**src/rtl/uart_pkg.sv**
```systemverilog
// Shared UART definitions, used by the receiver and the future transmitter.
//   uart_state_t : frame FSM states
//   UART_OVS     : default oversample ticks per bit
//   baud_div()   : rounded clock divider giving one oversample tick
package uart_pkg;

   typedef enum logic [1:0] {IDLE, START, DATA, STOP} uart_state_t;

   localparam int UART_OVS = 16;

   // Rounded clk / (baud * ovs).
   function automatic int baud_div(input int clk, input int baud, input int ovs);
      return (clk + (baud * ovs) / 2) / (baud * ovs);
   endfunction

endpackage

```
**src/rtl/uart_baud_tick.sv**
```systemverilog
// Oversample tick generator.
//   sysclk : clock
//   reset  : synchronous active-high reset
//   clr    : synchronous clear, re-phases the divider (tick suppressed that cycle)
//   tick   : one-cycle pulse every DIV cycles, when the counter reaches DIV-1
module uart_baud_tick #(
   parameter int DIV = 326
) (
   input  logic sysclk,
   input  logic reset,
   input  logic clr,
   output logic tick
);

   localparam int W = (DIV > 1) ? $clog2(DIV) : 1;

   logic [W-1:0] div_cnt_reg;
   logic         at_top;

   assign at_top = (div_cnt_reg == W'(DIV - 1));
   assign tick   = at_top && !clr;

   always_ff @(posedge sysclk) begin
      if (reset || clr) begin
         div_cnt_reg <= '0;
      end else if (at_top) begin
         div_cnt_reg <= '0;
      end else begin
         div_cnt_reg <= div_cnt_reg + 1'b1;
      end
   end

endmodule

```
**src/rtl/uart_receiver.sv**
```systemverilog
// 8N1 UART receiver, LSB first, OVS-times oversampled, with sticky status.
//   sysclk       : clock
//   reset        : synchronous active-high reset
//   rx           : asynchronous serial line, idles high
//   rd_ack       : one-cycle pulse, byte consumed; clears valid and both flags
//   rx_data      : last accepted byte
//   rx_valid     : byte available, held until rd_ack
//   rx_frame_err : sticky, a stop bit was sampled low
//   rx_overrun   : sticky, a complete byte was dropped while rx_valid was set
//   rx_busy      : frame in progress
module uart_receiver
   import uart_pkg::*;
#(
   parameter int CLK_FREQ = 50000000,
   parameter int BAUD     = 9600,
   parameter int OVS      = UART_OVS
) (
   input  logic       sysclk,
   input  logic       reset,
   input  logic       rx,
   input  logic       rd_ack,
   output logic [7:0] rx_data,
   output logic       rx_valid,
   output logic       rx_frame_err,
   output logic       rx_overrun,
   output logic       rx_busy
);

   localparam int DIV  = baud_div(CLK_FREQ, BAUD, OVS);
   localparam int OS_W = $clog2(OVS);

   logic              sync1_reg;
   logic              rxs_reg;
   logic              rx_prev_reg;
   uart_state_t       state_reg;
   logic [OS_W-1:0]   os_cnt_reg;
   logic [2:0]        bit_cnt_reg;
   logic [7:0]        shreg_reg;
   logic [7:0]        rx_data_reg;
   logic              rx_valid_reg;
   logic              frame_err_reg;
   logic              overrun_reg;
   logic              busy_reg;
   logic              start_det;
   logic              tick;
   logic              os_mid;
   logic              os_last;

   // Edge rather than level: a line held low (break) cannot retrigger.
   assign start_det = (state_reg == IDLE) && rx_prev_reg && !rxs_reg;
   assign os_mid    = (os_cnt_reg == OS_W'(OVS / 2 - 1));
   assign os_last   = (os_cnt_reg == OS_W'(OVS - 1));

   // Clearing on the start edge puts every sample half a bit after a boundary.
   uart_baud_tick #(
      .DIV (DIV)
   ) u_tick (
      .sysclk (sysclk),
      .reset  (reset),
      .clr    (start_det),
      .tick   (tick)
   );

   always_ff @(posedge sysclk) begin
      if (reset) begin
         sync1_reg     <= 1'b1;
         rxs_reg       <= 1'b1;
         rx_prev_reg   <= 1'b1;
         state_reg     <= IDLE;
         os_cnt_reg    <= '0;
         bit_cnt_reg   <= '0;
         shreg_reg     <= '0;
         rx_data_reg   <= '0;
         rx_valid_reg  <= 1'b0;
         frame_err_reg <= 1'b0;
         overrun_reg   <= 1'b0;
         busy_reg      <= 1'b0;
      end else begin
         sync1_reg   <= rx;
         rxs_reg     <= sync1_reg;
         rx_prev_reg <= rxs_reg;

         // Consumption clears status; events in the FSM below override it.
         if (rd_ack) begin
            rx_valid_reg  <= 1'b0;
            frame_err_reg <= 1'b0;
            overrun_reg   <= 1'b0;
         end

         case (state_reg)
            IDLE: begin
               if (start_det) begin
                  state_reg  <= START;
                  os_cnt_reg <= '0;
                  busy_reg   <= 1'b1;
               end
            end
            START: begin
               if (tick) begin
                  if (os_mid) begin
                     if (rxs_reg) begin
                        // Line back high by mid start bit: treat as a glitch.
                        state_reg <= IDLE;
                        busy_reg  <= 1'b0;
                     end else begin
                        state_reg   <= DATA;
                        os_cnt_reg  <= '0;
                        bit_cnt_reg <= '0;
                     end
                  end else begin
                     os_cnt_reg <= os_cnt_reg + 1'b1;
                  end
               end
            end
            DATA: begin
               if (tick) begin
                  if (os_last) begin
                     shreg_reg  <= {rxs_reg, shreg_reg[7:1]};
                     os_cnt_reg <= '0;
                     if (bit_cnt_reg == 3'd7) begin
                        state_reg <= STOP;
                     end else begin
                        bit_cnt_reg <= bit_cnt_reg + 3'd1;
                     end
                  end else begin
                     os_cnt_reg <= os_cnt_reg + 1'b1;
                  end
               end
            end
            STOP: begin
               if (tick) begin
                  if (os_last) begin
                     state_reg <= IDLE;
                     busy_reg  <= 1'b0;
                     if (rxs_reg) begin
                        // A same-cycle rd_ack frees the holding register.
                        if (!rx_valid_reg || rd_ack) begin
                           rx_data_reg  <= shreg_reg;
                           rx_valid_reg <= 1'b1;
                        end else begin
                           overrun_reg <= 1'b1;
                        end
                     end else begin
                        frame_err_reg <= 1'b1;
                     end
                  end else begin
                     os_cnt_reg <= os_cnt_reg + 1'b1;
                  end
               end
            end
            default: begin
               state_reg <= IDLE;
               busy_reg  <= 1'b0;
            end
         endcase
      end
   end

   assign rx_data      = rx_data_reg;
   assign rx_valid     = rx_valid_reg;
   assign rx_frame_err = frame_err_reg;
   assign rx_overrun   = overrun_reg;
   assign rx_busy      = busy_reg;

endmodule

```
**config.mk**
```make
export PLATFORM = sky130hd
export DESIGN_NAME = uart_receiver
export DESIGN_NICKNAME = d
export VERILOG_FILES = /design/src/rtl/uart_pkg.sv /design/src/rtl/uart_baud_tick.sv /design/src/rtl/uart_receiver.sv
export SDC_FILE = /design/constraint.sdc
export NUM_CORES = 1
export LEC_CHECK = 0
export CORE_ASPECT_RATIO = 0.5
export CORE_MARGIN = 2
export CORE_UTILIZATION = 45
export DETAILED_ROUTE_END_ITERATION = 8
export DONT_BUFFER_PORTS = 1
export PLACE_DENSITY = 0.58
export SYNTH_ARGS = -nofsm -noshare
export SYNTH_HDL_FRONTEND = slang
export SYNTH_SLANG_ARGS = --single-unit
```
**constraint.sdc**
```tcl
create_clock -name sysclk -period 3.4 [get_ports sysclk]
set_input_delay 0.85 -clock sysclk [delete_from_list [all_inputs] [get_ports sysclk]]
set_output_delay 0.85 -clock sysclk [all_outputs]
set_load 0.01 [all_outputs]
```
== Word-level counts from Yosys, hierarchy flattened ==
Index checks and enable logic that the tools add are counted.

* Output and inout port bits: 12
* Register bits: 41
* Word-level logic and storage cells: 104

* Mux-type cells: 50
* Equal/unequal tests: 20
* Reduce and logical (&&, ||, !) cells: 18
* Add/sub/neg operators: 3

{| class="wikitable"
|+ Operator list
! kind !! number
|-
| $mux 4 || 8
|-
| $mux 1 || 23
|-
| $ne 2x2->1 const B || 11
|-
| $mux 2 || 9
|-
| $mux 3 || 6
|-
| $pmux 4 s4 || 1
|-
| $reduce_and 7->1 || 2
|-
| $add 9x1->9 const B || 1
|-
| $eq 9x9->1 const B || 1
|-
| $pmux 2 s4 || 1
|-
| $reduce_and 8->1 || 1
|-
| $pmux 3 s2 || 1
|-
| $reduce_and 6->1 || 1
|-
| $reduce_and 5->1 || 1
|-
| $add 4x1->4 const B || 1
|-
| $eq 2x2->1 const B || 2
|-
| $eq 4x3->1 const B || 1
|-
| $eq 4x4->1 const B || 1
|-
| $add 3x1->3 const B || 1
|-
| $eq 3x3->1 const B || 1
|-
| $logic_and 1x1->1 || 3
|-
| $logic_not 1->1 || 3
|-
| $ne 3x3->1 const B || 1
|-
| $pmux 1 s3 || 1
|-
| 8 further kinds || 9
|}

== Longest topological paths before layout ==
Gate-level depths: netlist of run 1.

* Depth after elaboration: 7
* Mapped depth: 8
* Depth with buffers taken out: 7

== Hierarchy ==
A second synthesis of run 1 with hierarchy kept.

* Cell total of the unflattened synthesis: 197
* Area total of the unflattened synthesis: 1,868.0 um2

{| class="wikitable"
|+ Modules (own cells, without submodules)
! module !! cells an instance !! area each (um2) !! sequential area each (um2) !! instances
|-
| uart_receiver || 152 || 1,437.6 || 640.6 || 1
|-
| uart_baud_tick || 45 || 430.4 || 180.2 || 1
|}

== Worst setup path before layout of run 1 ==
OpenSTA, ideal clock, no wires.

* Path kind: input-to-reg
* From: in rd_ack
* To: reg rx_data_reg[0], in the netlist rx_data[0]
* Arrival: 1,695 ps
* Slack: 1,578 ps
* Buffers on the path: 0
* Required time: 3,272 ps
* Stages: 4
* Path through: nor2b_1 nor4_4 mux2i_1 nor2_1

* Word-level cells in the longest chain between the ends: 2

{| class="wikitable"
|+ RTL lines
! item !! RTL line !! RTL
|-
| from (decl) || uart_receiver.sv:21 || <nowiki>input logic rd_ack,</nowiki>
|-
| $logic_or 1x1->1 || uart_receiver.sv:137 || <nowiki>if (!rx_valid_reg || rd_ack) begin</nowiki>
|-
| $reduce_and 5->1 (no line) || - ||
|-
| to (signal assigned) || uart_receiver.sv:138 || <nowiki>rx_data_reg <= shreg_reg;</nowiki>
|-
| to (decl) || uart_receiver.sv:39 || <nowiki>logic [7:0] rx_data_reg;</nowiki>
|}

No other way between the ends.
A chain may end at the register's enable or synchronous reset.

== Worst setup path after layout of run 1 ==
* From: reg os_cnt_reg[0]
* To: reg shreg_reg[5]

* Word-level cells in the longest chain between the ends: 2

{| class="wikitable"
|+ RTL lines
! item !! RTL line !! RTL
|-
| from (decl) || uart_receiver.sv:36 || <nowiki>logic [OS_W-1:0] os_cnt_reg;</nowiki>
|-
| from (signal assigned) || uart_receiver.sv:111 || <nowiki>os_cnt_reg <= os_cnt_reg + 1'b1;</nowiki>
|-
| from (signal assigned) || uart_receiver.sv:126 || <nowiki>os_cnt_reg <= os_cnt_reg + 1'b1;</nowiki>
|-
| from (signal assigned) || uart_receiver.sv:147 || <nowiki>os_cnt_reg <= os_cnt_reg + 1'b1;</nowiki>
|-
| $eq 4x4->1 || uart_receiver.sv:52 || <nowiki>assign os_last = (os_cnt_reg == OS_W'(OVS - 1));</nowiki>
|-
| $reduce_and 3->1 (no line) || - ||
|-
| to (signal assigned) || uart_receiver.sv:118 || <nowiki>shreg_reg <= {rxs_reg, shreg_reg[7:1]};</nowiki>
|-
| to (decl) || uart_receiver.sv:38 || <nowiki>logic [7:0] shreg_reg;</nowiki>
|}

No other way between the ends.

==> summary.txt, run 1 <==
Layout
  – Final core occ: 0.496
  – Ratio of cells with drive above 1 in the final layout: 0.0995
  – Number of flip-flops under the largest register name: 9
  – Fill cell instance count of the final layout: ~390
  – Diode count: 0
  – Nets: about 200
  – Growth of design area from synthesis to finish: 6.28%
  – Finished layout cell area: 1930 sq um

Die
  – Floorplan die area: 4590 sq um
  – Top-level port count: 16
  – Starting Density: 0.467
  – Horizontal die dimension: between 90 and 100 microns
  – Core Region: between 3000 and 4000 sq um
  – FP Rows: 16
  – Die Ht: slightly below 50 microns

CTS
  – Clock tree from TritonCTS: done
  – Clock sink count: 41
  – Hold Buf Count CTS: 0
  – Clock network latency to the later pin of the worst-skew pair: 300 ps
  – Postcts setup bufs: 0
  – Number of gates resized after CTS: 0
  – Clock transition at the registers of the reported paths: roughly 80 ps
  – Number of buffers created by CTS: 5
  – Number of buffers between clock root and the deepest sink: 2
  – Clock Root Buffer: sky130_fd_sc_hd__clkbuf_8
  – Depth of the CTS H-tree: 2

Worst setup path
  – Critical path startpoint category: flip-flop
  – Critical Path End Type: flip-flop
  – Maximum fanout along the worst path: 8
  – Setup slack on the worst flop-to-flop path: 1390 ps
  – Type of the setup path with the least slack: reg2reg
  – Critical path's largest stage delay: a little under 800 ps
  – List of cells traversed by the critical path: ha_1 > nand3_1 > or4b_1 > mux2i_1 > nor2_1
  – Crit-path leading delay family: simple AND/OR/NAND/NOR gates
  – Data arrival time of the critical path: roughly 2200 ps
  – Buffering stage count on the worst path with inverters included: 0
  – Slowest cell on crit path: sky130_fd_sc_hd__or4b_1
  – Data required time at the worst endpoint: 3600 ps

STA
  – Post-layout minimum cycle time: 2010 ps
  – Normalized max-slew margin: 0.530
  – Worst-case hold slack: 419 ps
  – Final number of hold-violating endpoints: 0
  – Number of setup violations in the final report: 0
  – Setup TNS: 0 ps
  – Maximum achievable frequency: 497 MHz
  – Unrepaired setup endpoints after global routing: no
  – Fraction of the cycle the final worst path needs: 0.592
  – Actual slew at the worst max-slew pin: 699 ps
  – Final worst clock skew: a little over 7 ps
  – Final-report max-slew violation count: 0

Power
  – Power Density: approximately 440 nW/um^2
  – Static power due to leakage: 0.751 nW
  – IR Drop Worst-Case VDD: 0.000198 V

Synthesis
  – Synth warn: 0
  – Avg Synthesized Cell Area: 9.40 sq um
  – Multiplexer fraction of the synthesized cell area: 0.110
  – Synthesized-area fraction occupied by xor and xnor cells: 0.0338
  – Synth Cell Area: 1810 sq um
  – Top cell type by total area after synthesis: sky130_fd_sc_hd__dfxtp_1
  – Synth unique cells: 36
  – Commonest cells in the netlist: sky130_fd_sc_hd__dfxtp_1, sky130_fd_sc_hd__nor2_1, sky130_fd_sc_hd__mux2i_1, sky130_fd_sc_hd__nand3_1, sky130_fd_sc_hd__nand2_1
  – Most frequent cell after synthesis: sky130_fd_sc_hd__dfxtp_1
  – Synth Area in Compound Gates: 0.0924
  – Adder and majority cell fraction of the synthesized area: 0.0345
  – Net count after synthesis: 202
  – Post-synthesis instance total: between 150 and 200
  – Top cell type's share of synthesized area: 0.452
  – Flip-flop cell with the highest count after synthesis: sky130_fd_sc_hd__dfxtp_1
  – Number of synthesized register bits: 41
  – Part of the Yosys area used for sequential elements: 0.452
  – Number of flops mapped to enable cells by yosys: 0
  – Synth area leaders: sky130_fd_sc_hd__dfxtp_1, sky130_fd_sc_hd__mux2i_1, sky130_fd_sc_hd__nor2_1, sky130_fd_sc_hd__ha_1, sky130_fd_sc_hd__nand3_1
  – Share of synthesized registers carrying an async set or reset: 0
  – Largest family of logic cells by synthesized area: simple AND/OR/NAND/NOR gates
  – Share of synthesized cell area in and, or, nand and nor gates: 0.246

Global routing
  – Grt ovf: 0
  – Pin count of the biggest net entering global routing: 36
  – Global-route usage over all layers: 0.157
  – Number of global-route vias before repair: between 1000 and 1500
  – Global-route wire length before repair: 5550 microns
  – Number of antenna violations at the first check in global routing: 0

Detailed routing
  – Ratio of routed vias to standard cells: just over 5
  – Wirelength, routed: 3110 microns
  – Vias after detailed routing: 1260
  – Antenna Violating Nets Remaining: 0
  – Number of remaining DRC errors: 0
  – 1st-pass router iterations: 4
  – DRC violation total after the first TritonRoute iteration: between 80 and 90
  – DR WL/cell: 12.7 microns

Worst hold path
  – Hold crit path type: reg2reg

Placement
  – Detail Placement HPWL: 2170 microns
  – Count of port buffers added during placement: 0
  – GP Congestion: roughly 0.74
  – Placed instance area: 1840 sq um

Status
  – Outcome: complete, no violations

Job
  – Reported max-cap violation count: 0
[report_power, final]
part	internal [mW]	switching, mW
registers	0.487	0.0125
clock network	0.146	0.177
logic	0.0146	0.0174
[cell type report]
class,instances,area [sq um],area share
clock buffer,5,68.8,0.0357
clock inverter,3,21.3,0.0110
inverter,3,11.3,0.00584
multi-input combinational,139,938,0.487
sequential,41,821,0.426
tap,54,67.6,0.0350
[layout by cell type (no fill, tap or decap), types with 2 or more instances in the layout]
master and n:
sky130_fd_sc_hd__inv_1 3, sky130_fd_sc_hd__and2_1 2, sky130_fd_sc_hd__or2_2 4, sky130_fd_sc_hd__ha_1 5, sky130_fd_sc_hd__dfxtp_1 41, sky130_fd_sc_hd__nor3_1 4
sky130_fd_sc_hd__nand2b_1 4, sky130_fd_sc_hd__o21ai_0 7, sky130_fd_sc_hd__nor2b_1 4, sky130_fd_sc_hd__and4bb_4 2, sky130_fd_sc_hd__a31oi_1 4, sky130_fd_sc_hd__xnor2_1 2
sky130_fd_sc_hd__mux2i_1 20, sky130_fd_sc_hd__xor2_1 5, sky130_fd_sc_hd__nor2_1 33, sky130_fd_sc_hd__a21oi_1 7, sky130_fd_sc_hd__nand2_1 8, sky130_fd_sc_hd__a41oi_1 2
sky130_fd_sc_hd__clkbuf_8 5, sky130_fd_sc_hd__nand3_1 9, sky130_fd_sc_hd__or3_1 3
[per-stage QoR]
stage / setup slack, ps / power [mW] / instances
2_1_floorplan: 1580 / 0.541 / 193
3_5_place_dp: 1380 / 0.543 / 237
5_1_grt: 1190 / 0.903 / 245
6_report: 1390 / 0.855 / 245
3_3_place_gp: 1430 / 0.542 / 237
4_1_cts: 1360 / 0.871 / 245
[kinds of logic after synthesis]
logic type | Yosys count
AOI/OAI and AO/OA | 26
xor gates and xnor gates | 7
adders and majority gates | 5
buffers and inverters | 13
DFF | 41
muxes | 20
and+or+nand+nor | 81
[routing by layer]
| metal | up-vias | global-route usage | wire length, microns |
|---|---|---|---|
| li1 | 662 | - | - |
| met1 | 578 | 0.194 | 1600 |
| met2 | 13 | 0.249 | 1340 |
| met3 | 7 | 0.0603 | 127 |
| met4 | 0 | 0.0580 | 39 |
| met5 | - | 0 | 0 |
[final timing paths]
check,startpoint,to,cells after the start
setup / recovery,os_cnt_reg[0],shreg_reg[5],5
hold / removal,sync1_reg,rxs_reg,1
setup reg to reg,os_cnt_reg[0],shreg_reg[5],5
hold reg to reg,sync1_reg,rxs_reg,1
(Power assumes the default switching activity.)
==> run 2: changes to the inputs <==
PLACE_DENSITY = 0.6   (was 0.58)
clock period = 1.7 ns   (was 3.4 ns; I/O delays follow)
==> summary.txt, run 2 (synthesized netlist as in run 1, its figures left out) <==
Placement
  – GP Congestion: 0.869 (was 0.744)
  – Count of port buffers added during placement: 0 (unchanged)
  – Placed cells: 263 (was 237)
  – Detail Placement HPWL: 2370 microns (was 2170 microns)

Power
  – IR Drop Worst-Case VDD: 0.000412 V (was 0.000198 V)
  – Static power due to leakage: 0.906 nW (was 0.751 nW)
  – Overall power consumption: 1.90 mW (was 855 uW)
  – Power Density: 863 nW/um^2 (was 443 nW/um^2)

Layout
  – Final non-filler cell total: 270 (was 245)
  – Nets: 224 (was 199)
  – Ratio of cells with drive above 1 in the final layout: 0.255 (was 0.0995)
  – Leading cell type in the layout, fill and taps excluded: sky130_fd_sc_hd__dfxtp_1 (unchanged)
  – Top library cells by usage in the layout, fill and taps aside: sky130_fd_sc_hd__dfxtp_1, sky130_fd_sc_hd__nor2_1, sky130_fd_sc_hd__buf_4 (was sky130_fd_sc_hd__dfxtp_1, sky130_fd_sc_hd__nor2_1, sky130_fd_sc_hd__mux2i_1)
  – Number of flip-flops under the largest register name: 9 (unchanged)
  – Growth of design area from synthesis to finish: 21.2% (was 6.28%)
  – Diode count: 0 (unchanged)
  – Final core occ: 0.566 (was 0.496)

Global routing
  – Global-route usage over all layers: 0.161 (was 0.157)
  – Number of antenna violations at the first check in global routing: 0 (unchanged)
  – Grt ovf: 0 (unchanged)
  – Global-route wire length before repair: 5820 microns (was 5550 microns)
  – Pin count of the biggest net entering global routing: 36 (unchanged)
  – Number of global-route vias before repair: 1260 (was 1255)

STA
  – Actual slew at the worst max-slew pin: 285 ps (was 699 ps)
  – Final number of hold-violating endpoints: 0 (unchanged)
  – Normalized max-slew margin: 0.810 (was 0.530)
  – Worst-case hold slack: 200 ps (was 419 ps)
  – Final worst clock skew: 5.16 ps (was 7.04 ps)
  – Maximum achievable frequency: 574 MHz (was 497 MHz)
  – Post-layout minimum cycle time: 1740 ps (was 2010 ps)
  – Final-report max-slew violation count: 0 (unchanged)
  – Min setup slack post-route: -41.6 ps (was 1390 ps)
  – Unrepaired setup endpoints after global routing: yes (was no)
  – Fraction of the cycle the final worst path needs: 1.02 (was 0.592)
  – Number of setup violations in the final report: 8 (was 0)
  – Setup TNS: -245 ps (was 0 ps)

Detailed routing
  – Number of remaining DRC errors: 0 (unchanged)
  – Wirelength, routed: 3480 microns (was 3110 microns)
  – Antenna Violating Nets Remaining: 0 (unchanged)
  – Vias after detailed routing: 1363 (was 1260)
  – Ratio of routed vias to standard cells: 5.05 (was 5.14)
  – 1st-pass router iterations: 4 (unchanged)
  – DR WL/cell: 12.9 microns (was 12.7 microns)
  – DRC violation total after the first TritonRoute iteration: 56 (was 84)

Worst setup path
  – Critical Path End Type: flip-flop (unchanged)
  – Slowest cell on crit path: sky130_fd_sc_hd__or4b_4 (was sky130_fd_sc_hd__or4b_1)
  – Critical path startpoint category: flip-flop (unchanged)
  – List of cells traversed by the critical path: inv_2 > ha_4 > and4bb_4 > nand2_4 > or4b_4 > mux2i_1 > nor2_1 (was ha_1 > nand3_1 > or4b_1 > mux2i_1 > nor2_1)
  – Critical path's largest stage delay: 580 ps (was 790 ps)
  – Data arrival time of the critical path: 1920 ps (was 2210 ps)
  – Data required time at the worst endpoint: 1880 ps (was 3600 ps)
  – Maximum fanout along the worst path: 8 (unchanged)
  – Setup slack on the worst flop-to-flop path: -40 ps (was 1390 ps)
  – Type of the setup path with the least slack: reg2reg (unchanged)

Status
  – Violations in the final reports: setup timing
  – Outcome: finished, violations left (was complete, no violations)

Die
  – FP Rows: 16 (unchanged)
  – Top-level port count: 16 (unchanged)
  – Core Region: 3880 sq um (unchanged)
  – Floorplan die area: 4590 sq um (unchanged)
  – Die Ht: 48.9 microns (unchanged)
  – Horizontal die dimension: 93.8 microns (unchanged)
  – Starting Density: 0.467 (unchanged)

CTS
  – Clock tree from TritonCTS: done (unchanged)
  – Clock sink count: 41 (unchanged)
  – Postcts setup bufs: 0 (unchanged)
  – Clock network latency to the later pin of the worst-skew pair: 280 ps (was 300 ps)
  – Number of buffers between clock root and the deepest sink: 2 (unchanged)
  – Clock transition at the registers of the reported paths: 80 ps (about the same)
  – Number of buffers created by CTS: 5 (unchanged)
  – Hold Buf Count CTS: 0 (unchanged)
  – Clock Root Buffer: sky130_fd_sc_hd__clkbuf_8 (unchanged)
  – Depth of the CTS H-tree: 2 (unchanged)

Worst hold path
  – Hold crit path type: in2reg (was reg2reg)

Job
  – Reported max-cap violation count: 0 (unchanged)
-- run 2: cell count changes in the layout (fill, tap and decap cells not counted), moves of 2 or more --
cell	previous run	this run
sky130_fd_sc_hd__buf_4	0	24
sky130_fd_sc_hd__dfxtp_2	0	6
sky130_fd_sc_hd__ha_1	5	3
sky130_fd_sc_hd__dfxtp_1	41	35
-- run 2: routing by layer --
metal  GRT usage  wire [microns]  vias to the layer above
li1            -               -                      713
met1       0.222            1740                      621
met2       0.245            1570                       29
met3      0.0603             168                        0
met4      0.0290               0                        0
met5           0               0                        -
-- run 2: area by class of cell --
class                   count  area, sq um
inverters                   3         11.3
fillers                   352         1680
clock inverters             1         30.0
flip-flops and latches     41          828
clock buffers               7         86.3
multi-input cells         139          976
well taps                  54         67.6
repair buffers             25          200
-- run 2: what timing repair did --
item,CTS,global route
gates resized for setup,6,9
pin swaps,1,0
endpoints found under the setup margin,8,33
-- run 2: report_power, final --
part	total, mW	switching [mW]	internal (mW)
Combinational	0.101	0.0491	0.0522
Clock	0.797	0.318	0.479
Sequential	0.999	0.0228	0.976
Total	1.90	0.390	1.51
-- run 2: final timing paths --
check / startpoint / end / cells past startpoint
worst max-delay path: u_tick.div_cnt_reg[1] / shreg_reg[6] / 7
worst min-delay path: reset / os_cnt_reg[1] / 1
worst max register to register: u_tick.div_cnt_reg[1] / shreg_reg[6] / 7
worst min register to register: sync1_reg / rxs_reg / 1
-- run 2: critical path, delay by kind of cell (launching register included) --
kind	cells	cell delay, ps
simple gates	4	950
flops	1	330
mux	1	190
fa+ha+maj	1	110
buf+inv	1	60
-- run 2: per-stage QoR --
| step | worst slack (ps) | cell area [sq um] |
|---|---|---|
| finish | -41.6 | 2200 |
| global placement | -37.9 | 2050 |
| floorplan | -23.5 | 1830 |
| global route | -133 | 2200 |
| detailed placement | -56.2 | 2050 |
| CTS | -56.4 | 2190 |
==> run 3: changes to the inputs <==
CAP_MARGIN = 25   (was not set)
CELL_PAD_IN_SITES_DETAIL_PLACEMENT = 1   (was not set)
CELL_PAD_IN_SITES_GLOBAL_PLACEMENT = 1   (was not set)
CORE_UTILIZATION = 43   (was 45)
PLACE_DENSITY = 0.72   (was 0.6)
SLEW_MARGIN = 20   (was not set)
==> summary.txt, run 3 (synthesized netlist as in run 1, its figures left out) <==
CTS
  – Clock sink count: 41 (unchanged)
  – Clock tree from TritonCTS: done (unchanged)
  – Postcts setup bufs: 0 (unchanged)
  – Depth of the CTS H-tree: 2 (unchanged)
  – Number of buffers created by CTS: 5 (unchanged)
  – Clock transition at the registers of the reported paths: 90 ps (was 80 ps)
  – Number of buffers between clock root and the deepest sink: 2 (unchanged)
  – Clock Root Buffer: sky130_fd_sc_hd__clkbuf_8 (unchanged)
  – Clock network latency to the later pin of the worst-skew pair: 300 ps (was 280 ps)

Worst setup path
  – Type of the setup path with the least slack: reg2reg (unchanged)
  – Buffering stage count on the worst path with inverters included: 1 (unchanged)
  – Critical path startpoint category: flip-flop (unchanged)
  – Critical path's largest stage delay: 580 ps (about the same)
  – Slowest cell on crit path: sky130_fd_sc_hd__or4b_4 (unchanged)
  – Crit-path leading delay family: simple AND/OR/NAND/NOR gates (unchanged)
  – Critical Path End Type: flip-flop (unchanged)
  – List of cells traversed by the critical path: inv_2 > ha_4 > and4bb_4 > nand2_4 > or4b_4 > mux2i_1 > nor2_1 (unchanged)
  – Maximum fanout along the worst path: 8 (unchanged)
  – Data required time at the worst endpoint: 1900 ps (was 1880 ps)
  – Data arrival time of the critical path: 1970 ps (was 1920 ps)

STA
  – Min setup slack post-route: -67.0 ps (was -41.6 ps)
  – Setup TNS: -379 ps (was -245 ps)
  – Maximum achievable frequency: 566 MHz (was 574 MHz)
  – Normalized max-slew margin: 0.789 (was 0.810)
  – Worst-case hold slack: 182 ps (was 200 ps)
  – Number of setup violations in the final report: 10 (was 8)
  – Unrepaired setup endpoints after global routing: yes (unchanged)
  – Post-layout minimum cycle time: 1770 ps (was 1740 ps)
  – Final number of hold-violating endpoints: 0 (unchanged)
  – Actual slew at the worst max-slew pin: 317 ps (was 285 ps)
  – Final-report max-slew violation count: 0 (unchanged)
  – Fraction of the cycle the final worst path needs: 1.04 (was 1.02)
  – Final worst clock skew: 9.80 ps (was 5.16 ps)

Job
  – Reported max-cap violation count: 0 (unchanged)

Global routing
  – Global-route usage over all layers: 0.203 (was 0.161)
  – Pin count of the biggest net entering global routing: 36 (unchanged)
  – Grt ovf: 0 (unchanged)
  – Number of antenna violations at the first check in global routing: 0 (unchanged)
  – Global-route wire length before repair: 7280 microns (was 5820 microns)
  – Number of global-route vias before repair: 1517 (was 1260)

Layout
  – Number of flip-flops under the largest register name: 9 (unchanged)
  – Final core occ: 0.548 (was 0.566)
  – Finished layout cell area: 2180 sq um (was 2200 sq um)
  – Diode count: 0 (unchanged)
  – Nets: 224 (unchanged)
  – Ratio of cells with drive above 1 in the final layout: 0.264 (was 0.255)
  – Final non-filler cell total: 270 (unchanged)
  – Growth of design area from synthesis to finish: 20.3% (was 21.2%)
  – Leading cell type in the layout, fill and taps excluded: sky130_fd_sc_hd__dfxtp_1 (unchanged)
  – Top library cells by usage in the layout, fill and taps aside: sky130_fd_sc_hd__dfxtp_1, sky130_fd_sc_hd__nor2_1, sky130_fd_sc_hd__buf_4 (unchanged)

Detailed routing
  – Wirelength, routed: 4280 microns (was 3480 microns)
  – Number of remaining DRC errors: 0 (unchanged)
  – Ratio of routed vias to standard cells: 5.36 (was 5.05)
  – Vias after detailed routing: 1448 (was 1363)
  – Antenna Violating Nets Remaining: 0 (unchanged)
  – DR WL/cell: 15.8 microns (was 12.9 microns)
  – DRC violation total after the first TritonRoute iteration: 38 (was 56)
  – 1st-pass router iterations: 4 (unchanged)

Die
  – Floorplan die area: 4790 sq um (was 4590 sq um)
  – Starting Density: 0.455 (was 0.467)
  – Top-level port count: 16 (unchanged)
  – FP Rows: 16 (unchanged)
  – Horizontal die dimension: 95.9 microns (was 93.8 microns)
  – Die Ht: 49.9 microns (was 48.9 microns)
  – Core Region: 3980 sq um (was 3880 sq um)

Power
  – Static power due to leakage: 0.894 nW (was 0.906 nW)
  – IR Drop Worst-Case VDD: 0.000475 V (was 0.000412 V)
  – Overall power consumption: 1.78 mW (was 1.90 mW)
  – Power Density: 817 nW/um^2 (was 863 nW/um^2)

Placement
  – Placed cells: 263 (unchanged)
  – Count of port buffers added during placement: 0 (unchanged)
  – Setup slack at placement: -124 ps (was -56.2 ps)
  – GP Congestion: 0.770 (was 0.869)
  – Placed instance area: 2050 sq um (unchanged)
  – Detail Placement HPWL: 2970 microns (was 2370 microns)

Worst hold path
  – Hold crit path type: in2reg (unchanged)

Status
  – Violations in the final reports: setup timing (unchanged)
  – Outcome: finished, violations left (unchanged)
## run 3: cell count changes in the layout (fill, tap and decap cells not counted), sizes merged
cell,change
clkinvlp,+1
bufinv,-1
clkbuf,-2
clkinv,+1
inv,+1
## run 3: final cells by class
| class | count | area (sq um) |
|---|---|---|
| Clock inverter | 3 | 25.0 |
| Timing Repair Buffer | 25 | 200 |
| Inverter | 3 | 11.3 |
| Sequential cell | 41 | 828 |
| Fill cell | 471 | 1800 |
| Clock buffer | 5 | 68.8 |
| Tap cell | 54 | 67.6 |
| Multi-Input combinational cell | 139 | 982 |
## run 3: path summary, 6_finish.rpt
check,startpoint,to,slack [ps],cells after the start
hold reg to reg,sync1_reg,rxs_reg,420,1
setup reg to reg,u_tick.div_cnt_reg[1],shreg_reg[2],-70,7
hold / removal,reset,shreg_reg[2],180,1
setup / recovery,u_tick.div_cnt_reg[1],shreg_reg[2],-70,7
## run 3: metal layers
| metal | global-route usage | share of wire |
|---|---|---|
| met1 | 0.253 | 0.47 |
| met2 | 0.334 | 0.48 |
| met3 | 0.0596 | 0.038 |
| met4 | 0.0714 | 0.015 |
| met5 | 0 | 0 |
## run 3: worst reg2reg max path, delay by kind of cell, from the launching register on
| kind | cells | cell delay [ps] |
|---|---|---|
| AND/OR/NAND/NOR | 4 | 950 |
| adder cells (fa/ha/maj) | 1 | 120 |
| buffers and inverters | 1 | 60 |
| flip-flops | 1 | 330 |
| multiplexers | 1 | 210 |
## run 3: timing repair
| action | CTS | global route |
|---|---|---|
| hold buffers | 0 | 0 |
| resized for setup | 10 | 6 |
| pin swaps | 1 | 1 |
| setup endpoints to repair | 21 | 22 |
## run 3: report_power, final
group | leakage (nW) | switching, mW | internal (mW)
Sequential | 0.334 | 0.0226 | 0.976
Clock | 0.0447 | 0.379 | 0.297
Combinational | 0.515 | 0.0537 | 0.0550
Total | 0.894 | 0.456 | 1.33
